## src/rtl/fp_round_pipe_if.sv

```systemverilog
`default_nettype none
// ============================================================================
//  Module   : fp_round_pipe_if
//  Purpose  : Input/output handshake bundle of the fp_round_pipe stage.
//  Revision : 1.0  initial release
// ============================================================================
interface fp_round_pipe_if #(
    parameter int EW   = 8,
    parameter int FW   = 23,
    parameter int TAGW = 4
);
    localparam int FPWID = 1 + EW + FW;

    logic               in_valid;
    logic               in_ready;
    logic [2:0]         in_rm;
    logic [FPWID+2:0]   in_i;
    logic [TAGW-1:0]    in_tag;
    logic               out_valid;
    logic               out_ready;
    logic [FPWID-1:0]   out_o;
    logic [TAGW-1:0]    out_tag;
    logic               out_nx;
    logic               out_of;
    logic               out_uf;

    modport master (
        output in_valid, in_rm, in_i, in_tag, out_ready,
        input  in_ready, out_valid, out_o, out_tag, out_nx, out_of, out_uf
    );

    modport slave (
        input  in_valid, in_rm, in_i, in_tag, out_ready,
        output in_ready, out_valid, out_o, out_tag, out_nx, out_of, out_uf
    );
endinterface
`default_nettype wire

```

## src/rtl/fp_round_pipe.sv

```systemverilog
`default_nettype none
// ============================================================================
//  Module   : fp_round_pipe
//  Purpose  : Three-stage handshaked IEEE-754 rounding stage with flags.
//  Revision : 1.0  initial release
// ============================================================================
module fp_round_pipe #(
    parameter int EW   = 8,
    parameter int FW   = 23,
    parameter int TAGW = 4
) (
    input  wire logic         clk,
    input  wire logic         rst_n,
    input  wire logic         clr,
    fp_round_pipe_if.slave    bus
);
    localparam int            FPWID    = 1 + EW + FW;
    localparam int            MW       = EW + FW;
    localparam logic [EW-1:0] EXP_ONES = '1;

    // ---------------- input field split ----------------
    logic          w_sign;
    logic [EW-1:0] w_exp;
    logic [FW-1:0] w_frac;
    logic          w_r;
    logic          w_s;
    logic          w_inc;
    logic          w_unused_hidden;

    assign w_sign          = bus.in_i[FPWID+2];
    assign w_exp           = bus.in_i[FPWID+1 -: EW];
    assign w_unused_hidden = bus.in_i[FW+2];
    assign w_frac          = bus.in_i[FW+1 -: FW];
    assign w_r             = bus.in_i[1];
    assign w_s             = bus.in_i[0];

    always_comb begin
        case (bus.in_rm)
            3'd1:    w_inc = 1'b0;
            3'd2:    w_inc = (w_r | w_s) & ~w_sign;
            3'd3:    w_inc = (w_r | w_s) & w_sign;
            3'd4:    w_inc = w_r;
            default: w_inc = w_r & (w_s | w_frac[0]);
        endcase
        if (w_exp == EXP_ONES) begin
            w_inc = 1'b0;
        end
    end

    // ---------------- handshake ----------------
    logic r_v1, r_v2, r_v3;
    logic w_adv1, w_adv2, w_adv3;

    assign w_adv3       = ~r_v3 | bus.out_ready;
    assign w_adv2       = ~r_v2 | w_adv3;
    assign w_adv1       = ~r_v1 | w_adv2;
    assign bus.in_ready = w_adv1;

    always_ff @(posedge clk or negedge rst_n) begin
        if (!rst_n) begin
            r_v1 <= 1'b0;
            r_v2 <= 1'b0;
            r_v3 <= 1'b0;
        end else if (clr) begin
            r_v1 <= 1'b0;
            r_v2 <= 1'b0;
            r_v3 <= 1'b0;
        end else begin
            if (w_adv1) r_v1 <= bus.in_valid;
            if (w_adv2) r_v2 <= r_v1;
            if (w_adv3) r_v3 <= r_v2;
        end
    end

    // ---------------- stage 1: fields and increment decision ----------------
    logic            r_sign1;
    logic [EW-1:0]   r_exp1;
    logic [FW-1:0]   r_frac1;
    logic            r_rs1;
    logic            r_inc1;
    logic [TAGW-1:0] r_tag1;

    always_ff @(posedge clk or negedge rst_n) begin
        if (!rst_n) begin
            r_sign1 <= 1'b0;
            r_exp1  <= '0;
            r_frac1 <= '0;
            r_rs1   <= 1'b0;
            r_inc1  <= 1'b0;
            r_tag1  <= '0;
        end else if (w_adv1) begin
            r_sign1 <= w_sign;
            r_exp1  <= w_exp;
            r_frac1 <= w_frac;
            r_rs1   <= w_r | w_s;
            r_inc1  <= w_inc;
            r_tag1  <= bus.in_tag;
        end
    end

    // ---------------- stage 2: magnitude increment ----------------
    // Adding across {exp,frac} lets a fraction carry bump the exponent, which
    // covers both denormal->normal and max-finite->Inf without a shifter.
    logic [MW-1:0]   w_sum;
    logic            r_sign2;
    logic [MW-1:0]   r_sum2;
    logic            r_rs2;
    logic            r_special2;
    logic [TAGW-1:0] r_tag2;

    assign w_sum = {r_exp1, r_frac1} + {{(MW-1){1'b0}}, r_inc1};

    always_ff @(posedge clk or negedge rst_n) begin
        if (!rst_n) begin
            r_sign2    <= 1'b0;
            r_sum2     <= '0;
            r_rs2      <= 1'b0;
            r_special2 <= 1'b0;
            r_tag2     <= '0;
        end else if (w_adv2) begin
            r_sign2    <= r_sign1;
            r_sum2     <= w_sum;
            r_rs2      <= r_rs1;
            r_special2 <= (r_exp1 == EXP_ONES);
            r_tag2     <= r_tag1;
        end
    end

    logic w_nx, w_of, w_uf;
    assign w_nx = r_rs2 & ~r_special2;
    assign w_of = (r_sum2[MW-1 -: EW] == EXP_ONES) & ~r_special2;
    assign w_uf = (r_sum2[MW-1 -: EW] == '0) & w_nx;

    // ---------------- stage 3: output register ----------------
    logic [FPWID-1:0] r_o;
    logic [TAGW-1:0]  r_tag3;
    logic             r_nx, r_of, r_uf;

    always_ff @(posedge clk or negedge rst_n) begin
        if (!rst_n) begin
            r_o    <= '0;
            r_tag3 <= '0;
            r_nx   <= 1'b0;
            r_of   <= 1'b0;
            r_uf   <= 1'b0;
        end else if (w_adv3) begin
            r_o    <= {r_sign2, r_sum2};
            r_tag3 <= r_tag2;
            r_nx   <= w_nx;
            r_of   <= w_of;
            r_uf   <= w_uf;
        end
    end

    assign bus.out_valid = r_v3;
    assign bus.out_o     = r_o;
    assign bus.out_tag   = r_tag3;
    assign bus.out_nx    = r_nx;
    assign bus.out_of    = r_of;
    assign bus.out_uf    = r_uf;

endmodule
`default_nettype wire

```

## src/flat_wrapper.sv

```systemverilog
// flat-port wrapper written by rule: the top's interface ports become plain ports
module fp_round_pipe_flat 
#(
    parameter int EW   = 8,
    parameter int FW   = 23,
    parameter int TAGW = 4
)
  (clk, rst_n, clr, bus_in_valid, bus_in_rm, bus_in_i, bus_in_tag, bus_out_ready, bus_in_ready, bus_out_valid, bus_out_o, bus_out_tag, bus_out_nx, bus_out_of, bus_out_uf);
  fp_round_pipe_if #(.EW(EW), .FW(FW), .TAGW(TAGW)) bus_i ();
  input  wire logic clk;
  input  wire logic rst_n;
  input  wire logic clr;
  input wire logic [$bits(bus_i.in_valid)-1:0] bus_in_valid;
  input wire logic [$bits(bus_i.in_rm)-1:0] bus_in_rm;
  input wire logic [$bits(bus_i.in_i)-1:0] bus_in_i;
  input wire logic [$bits(bus_i.in_tag)-1:0] bus_in_tag;
  input wire logic [$bits(bus_i.out_ready)-1:0] bus_out_ready;
  output wire logic [$bits(bus_i.in_ready)-1:0] bus_in_ready;
  output wire logic [$bits(bus_i.out_valid)-1:0] bus_out_valid;
  output wire logic [$bits(bus_i.out_o)-1:0] bus_out_o;
  output wire logic [$bits(bus_i.out_tag)-1:0] bus_out_tag;
  output wire logic [$bits(bus_i.out_nx)-1:0] bus_out_nx;
  output wire logic [$bits(bus_i.out_of)-1:0] bus_out_of;
  output wire logic [$bits(bus_i.out_uf)-1:0] bus_out_uf;
  assign bus_i.in_valid = bus_in_valid;
  assign bus_i.in_rm = bus_in_rm;
  assign bus_i.in_i = bus_in_i;
  assign bus_i.in_tag = bus_in_tag;
  assign bus_i.out_ready = bus_out_ready;
  assign bus_in_ready = bus_i.in_ready;
  assign bus_out_valid = bus_i.out_valid;
  assign bus_out_o = bus_i.out_o;
  assign bus_out_tag = bus_i.out_tag;
  assign bus_out_nx = bus_i.out_nx;
  assign bus_out_of = bus_i.out_of;
  assign bus_out_uf = bus_i.out_uf;
  fp_round_pipe #(.EW(EW), .FW(FW), .TAGW(TAGW)) u_core (.clk(clk), .rst_n(rst_n), .clr(clr), .bus(bus_i));
endmodule
```

## config.mk

```make
export PLATFORM = sky130hd
export DESIGN_NAME = fp_round_pipe_flat
export DESIGN_NICKNAME = d
export VERILOG_FILES = /design/src/rtl/fp_round_pipe_if.sv /design/src/rtl/fp_round_pipe.sv /design/src/flat_wrapper.sv
export SDC_FILE = /design/constraint.sdc
export NUM_CORES = 1
export LEC_CHECK = 0
export CAP_MARGIN = 25
export CORE_ASPECT_RATIO = 1.75
export CORE_MARGIN = 2
export CORE_UTILIZATION = 25
export DETAILED_ROUTE_END_ITERATION = 16
export PLACE_DENSITY_LB_ADDON = 0.05
export SYNTH_ARGS = -nofsm -noshare
export SYNTH_HDL_FRONTEND = slang
export SYNTH_SLANG_ARGS = --single-unit
export TNS_END_PERCENT = 100
```

## constraint.sdc

```tcl
create_clock -name clk -period 3.5 [get_ports clk]
set_clock_uncertainty 0.15 [all_clocks]
set_input_delay 0.875 -clock clk [delete_from_list [all_inputs] [get_ports clk]]
set_output_delay 0.875 -clock clk [all_outputs]
set_load 0.01 [all_outputs]
```

==> results.cfg, run 1 <==
[critical_path]
critPathBufInv = 2
critPathLaunchType = primary input
cp_max_fo = 2
worst_setup_path_end_kind = primary output
cpMaxStageDelayCell = clkdlybuf4s50_1
cp_cell_sequence = clkdlybuf4s50_1, and3b_2, nand2_2, clkdlybuf4s50_1
critPathRequiredTime_ps = 2470
crit_type = primary input to primary output
slowest_delay_ps = 590
cp.arrival_ps = 2320
crit_family = buffers and inverters
crit_top_cell = clkdlybuf4s50_1

[power]
vdd_drop_max_v = 0.000229
powerDensity_mw_per_mm2 = 505
p_leak_nw = 2.72
totalPowerFinal_w = 0.00344

[placement]
place.gp.congestion = 0.784
post-dp-hpwl_um = 8970
io_buffers = 86

[timing]
tns_ps = 0
rsz0062_at_grt = no
timing.fmax_mhz = 299
maxSlewViolCount = 0
hold_viol_final = 0
setup_violations = 0
post-route-min-period_ps = 3350
hold_ws_ps = 275
slew-limit-headroom = 0.628
max_slew.worst_pin.slew_ps = 558
fin_crit_sh = 0.956

[global_routing]
grt_antenna_before_repair = 0
globalRouteOverflowTotal = 0
grt_start_max_net_pins = 63
grt_pass1_vias = 3749
groute.usage.overall = 0.123
grt_pass1_wl_um = 20300

[run]
drv_cap = 0

[final_layout]
drive_gt1_frac = 0.224
syn_to_final_growth_pct = 33.5
n_antenna_cell = 0
nNetsFinal = 568

[synth]
synth_fp_nets = 476
synth_cell_types = 43
synth_top_cell_by_area = dfrtp_1
syn_area_sq_mm = 0.00510
synthFlopType = dfrtp_1
ys_seq_elements = 118
synth_top_area_share = 0.579
syn-instance-count = 427
yosysWarnings = 0
syn_area_per_cell_sq_um = 11.9
seq_area_frac_synth = 0.579
synth_area_leaders = dfrtp_1 (58%), mux2_2 (15%), nand2_1 (4.3%), o21ai_0 (2.7%), nor2_1 (1.8%)
synth_most_common_cell = dfrtp_1
synth_edf_count = 0
async_flop_share = 1.00
ys_top_cells_by_count = dfrtp_1 (118), mux2_2 (70), nand2_1 (58), o21ai_0 (28), nor2_1 (24)

[clock_network]
clock_latency_ps = 410
cts_sinks = 118
post_cts_buffers = 0
cts_max_level = 4
cts_resized = 0
cts_made_buffers = 17
cts_tree = done
hold_buffers = 0
clk_path_buf_depth = 2
cts.clk_slew.worst_paths_ps = 50
clock_tree.root_cell = clkbuf_16

[detailed_routing]
wl_per_cell_um = 16.1
initialDrtViolationCount = 99
firstDrtPassIters = 4
dr_total_vias = 3528
drc_errors = 0
vias_per_cell = 4.52
finalWirelength_um = 12600
antenna_left = 0

[run_status]
status = complete, no violations

[die]
dieArea_sq_mm = 0.0216
fp-row-count = 69
start_util = 0.252
core_area_sq_mm = 0.0202
die-width_um = 112
num_io_pins = 88
die_h_um = 193

[hold_path]
hold_class = primary input to async pin
-- kinds of logic after synthesis --
group	count (synthesis)	synth area share
mux	70	0.155
fa+ha+maj	3	0.00687
flops	118	0.579
xor+xnor	15	0.0258
compound gates	53	0.0599
simple gates	145	0.152
buf+inv	23	0.0221
-- state kept, by name (all words and copies together) (netlist names), 4 cells and up --
signal,cells
u_core.r_frac1,23
u_core.bus.out_o,32
u_core.r_tag1,4
u_core.r_exp1,8
u_core.r_sum2,31
u_core.r_tag2,4
u_core.bus.out_tag,4
-- final timing paths --
check	cells after the start	slack [ps]	from	endpoint
max reg2reg	6	1200	u_core.r_frac1[0]	u_core.r_sum2[30]
min	1	270	rst_n	u_core.bus.out_o[18]
max in group asynchronous	2	2220	rst_n	u_core.bus.out_tag[2]
min reg2reg	2	310	u_core.r_tag2[2]	u_core.r_tag2[2]
min in group clk	2	310	u_core.r_tag2[2]	u_core.r_tag2[2]
max	4	150	bus_out_ready	bus_in_ready
-- layer usage --
layer,share of wire,vias up,GRT usage
met4,0.021,0,0.0544
met3,0.025,12,0.0273
met2,0.55,56,0.229
li1,-,1716,-
met1,0.40,1744,0.132
met5,0,-,0
-- per-stage QoR --
step,setup slack [ps],area (sq um),utilization,instances
2_1_floorplan,953,5100,-,427
3_3_place_gp,127,6250,0.309,748
3_5_place_dp,134,6250,0.309,748
4_1_cts,134,6810,0.337,780
5_1_grt,103,6810,0.337,780
6_report,155,6810,0.337,780
-- report_power, final --
| group | total, W | switching [W] | leakage [nW] | internal (W) |
|---|---|---|---|---|
| Clock | 0.00165 | 0.000591 | 0.267 | 0.00106 |
| Sequential | 0.00151 | 0.0000635 | 1.38 | 0.00145 |
| Combinational | 0.000279 | 0.000113 | 1.07 | 0.000165 |
-- cells in the final DEF (no fill, tap or decap), types with 5 or more instances in the layout --
cell             netlist  layout
dfrtp_1              118     118
clkdlybuf4s50_1        0      85
mux2_2                70      70
nand2_1               58      57
o21ai_0               28      28
nor2_1                24      24
clkbuf_16              0      17
a31oi_1               13      13
nand3_1               11      11
nand4_1               10      10
or3_1                  9       9
or4_1                  8       8
xnor2_1                8       8
buf_4                  2       8
xor2_1                 7       7
clkbuf_1               9       5
-- final cells by class --
cell class / instances / area, sq um
fillers: 2089 / 13400
flip-flops and latches: 118 / 2950
multi-input cells: 286 / 2040
repair buffers: 94 / 931
clock buffers: 23 / 458
well taps: 248 / 310
clock inverters: 9 / 103
inverters: 2 / 7.51
Power figures use the tool's default switching activity.
==> run 2, diff against run 1 <==
==> constraint.sdc (replaced) <==
create_clock -name clk -period 3.95 [get_ports clk]
set_clock_uncertainty 0.15 [all_clocks]
set_input_delay 0.9875 -clock clk [delete_from_list [all_inputs] [get_ports clk]]
set_output_delay 0.9875 -clock clk [all_outputs]
set_load 0.01 [all_outputs]
==> results.cfg, run 2 (synthesized netlist as in run 1, its figures left out) <==
[run_status]
status = complete, no violations

[detailed_routing]
initialDrtViolationCount = 90
vias_per_cell = 4.56
antenna_left = 0
firstDrtPassIters = 4
finalWirelength_um = 12700
dr_total_vias = 3544
wl_per_cell_um = 16.3
drc_errors = 0

[clock_network]
cts_max_level = 4
post_cts_buffers = 0
clock_latency_ps = 410
cts.clk_slew.worst_paths_ps = 50
clk_path_buf_depth = 2
cts_resized = 0
cts_sinks = 118
cts_made_buffers = 17
cts_tree = done
hold_buffers = 0
clock_tree.root_cell = clkbuf_16

[final_layout]
syn_to_final_growth_pct = 33.6
fillCellCount = 2135
nNetsFinal = 566
drive_gt1_frac = 0.223
largest_register_ffs = 32
final_common_cell = dfrtp_1
mostFrequentLayoutCells = dfrtp_1 (118), clkdlybuf4s50_1 (85), mux2_2 (70), nand2_1 (57), o21ai_0 (28)
fin_cells = 777
n_antenna_cell = 0

[critical_path]
crit_family = buffers and inverters
slowest_delay_ps = 590
critPathRequiredTime_ps = 2810
critPathLaunchType = primary input
critPathBufInv = 2
crit_top_cell = clkdlybuf4s50_1
cp_cell_sequence = clkdlybuf4s50_1, and3b_2, nand2_2, clkdlybuf4s50_1
crit_type = primary input to primary output
worst_setup_path_end_kind = primary output
cpMaxStageDelayCell = clkdlybuf4s50_1
cp.arrival_ps = 2420
cp_max_fo = 2

[global_routing]
grt_start_max_net_pins = 64
groute.usage.overall = 0.125
grt_pass1_vias = 3879
grt_pass1_wl_um = 20800
grt_antenna_before_repair = 0
globalRouteOverflowTotal = 0

[timing]
slew-limit-headroom = 0.437
fin_crit_sh = 0.902
setup_slack_ps = 388
max_slew.worst_pin.slew_ps = 844
hold_viol_final = 0
rsz0062_at_grt = no
tns_ps = 0
setup_violations = 0
post-route-min-period_ps = 3560
maxSlewViolCount = 0
timing.fmax_mhz = 281

[run]
drv_cap = 0

[die]
core_area_sq_mm = 0.0202
fp-row-count = 69
num_io_pins = 88
start_util = 0.252
dieArea_sq_mm = 0.0216
die-width_um = 112
die_h_um = 193

[hold_path]
hold_class = flip-flop to flip-flop

[power]
totalPowerFinal_w = 0.00312
p_sw_frac = 0.222
powerDensity_mw_per_mm2 = 458
vdd_drop_max_v = 0.000222
clkPwrFrac = 0.492
power.switching_w = 0.000693
combPwrFrac = 0.079
p_leak_nw = 2.73
intPower_w = 0.00243
pwr-share-seq = 0.429

[placement]
dp.cells = 746
place.gp.congestion = 0.783
io_buffers = 86
post-dp-hpwl_um = 8870
post-place-ws_ps = 373
[run 2: worst reg2reg max path, stage by stage, from the launching register on]
cell and delay [ps]:
dfrtp_1 350, ha_1 220, ha_1 230, nand3_2 200, nand4b_4 370, or4b_1 540
a31oi_1 170
[run 2: layout make-up]
class                   count  area (sq um)  area share
flip-flops and latches    118          2950       0.434
multi-input cells         286          2040       0.300
repair buffers             92           916       0.134
clock buffers              21           450      0.0661
well taps                 248           310      0.0456
clock inverters            10           130      0.0191
inverters                   2          7.51     0.00110
[run 2: power by group through the flow]
stage	logic, W	registers, W	clock network (W)
after floorplan	0.0000881	0.00136	0
after global placement	0.000250	0.00136	0
after detailed placement	0.000253	0.00136	0
after CTS	0.000254	0.00134	0.00158
after global routing	0.000272	0.00135	0.00163
final	0.000246	0.00134	0.00154
[run 2: metal layers]
metal | GRT usage | wire [um] | up-vias
li1 | - | - | 1710
met1 | 0.134 | 4800 | 1765
met2 | 0.235 | 7290 | 57
met3 | 0.0276 | 352 | 12
met4 | 0.0558 | 240 | 0
met5 | 0 | 0 | -
[run 2: final timing paths]
check / cells past startpoint / endpoint / slack [ps] / startpoint
max in group asynchronous: 2 / u_core.r_inc1 / 2330 / rst_n
worst min register to register: 2 / u_core.r_tag2[1] / 310 / u_core.r_tag2[1]
min in group asynchronous: 1 / u_core.bus.out_o[19] / 520 / rst_n
worst min-delay path: 2 / u_core.r_tag2[1] / 310 / u_core.r_tag2[1]
worst max-delay path: 4 / bus_in_ready / 390 / bus_out_ready
worst max register to register: 6 / u_core.r_sum2[30] / 1650 / u_core.r_frac1[0]
[run 2: per-stage QoR]
stage / area, sq um / hold slack (ps) / util
floorplan: 5100 / 285 / -
global placement: 6230 / 297 / 0.308
detailed placement: 6230 / 304 / 0.308
CTS: 6810 / 316 / 0.337
global route: 6810 / 340 / 0.337
finish: 6810 / 311 / 0.337
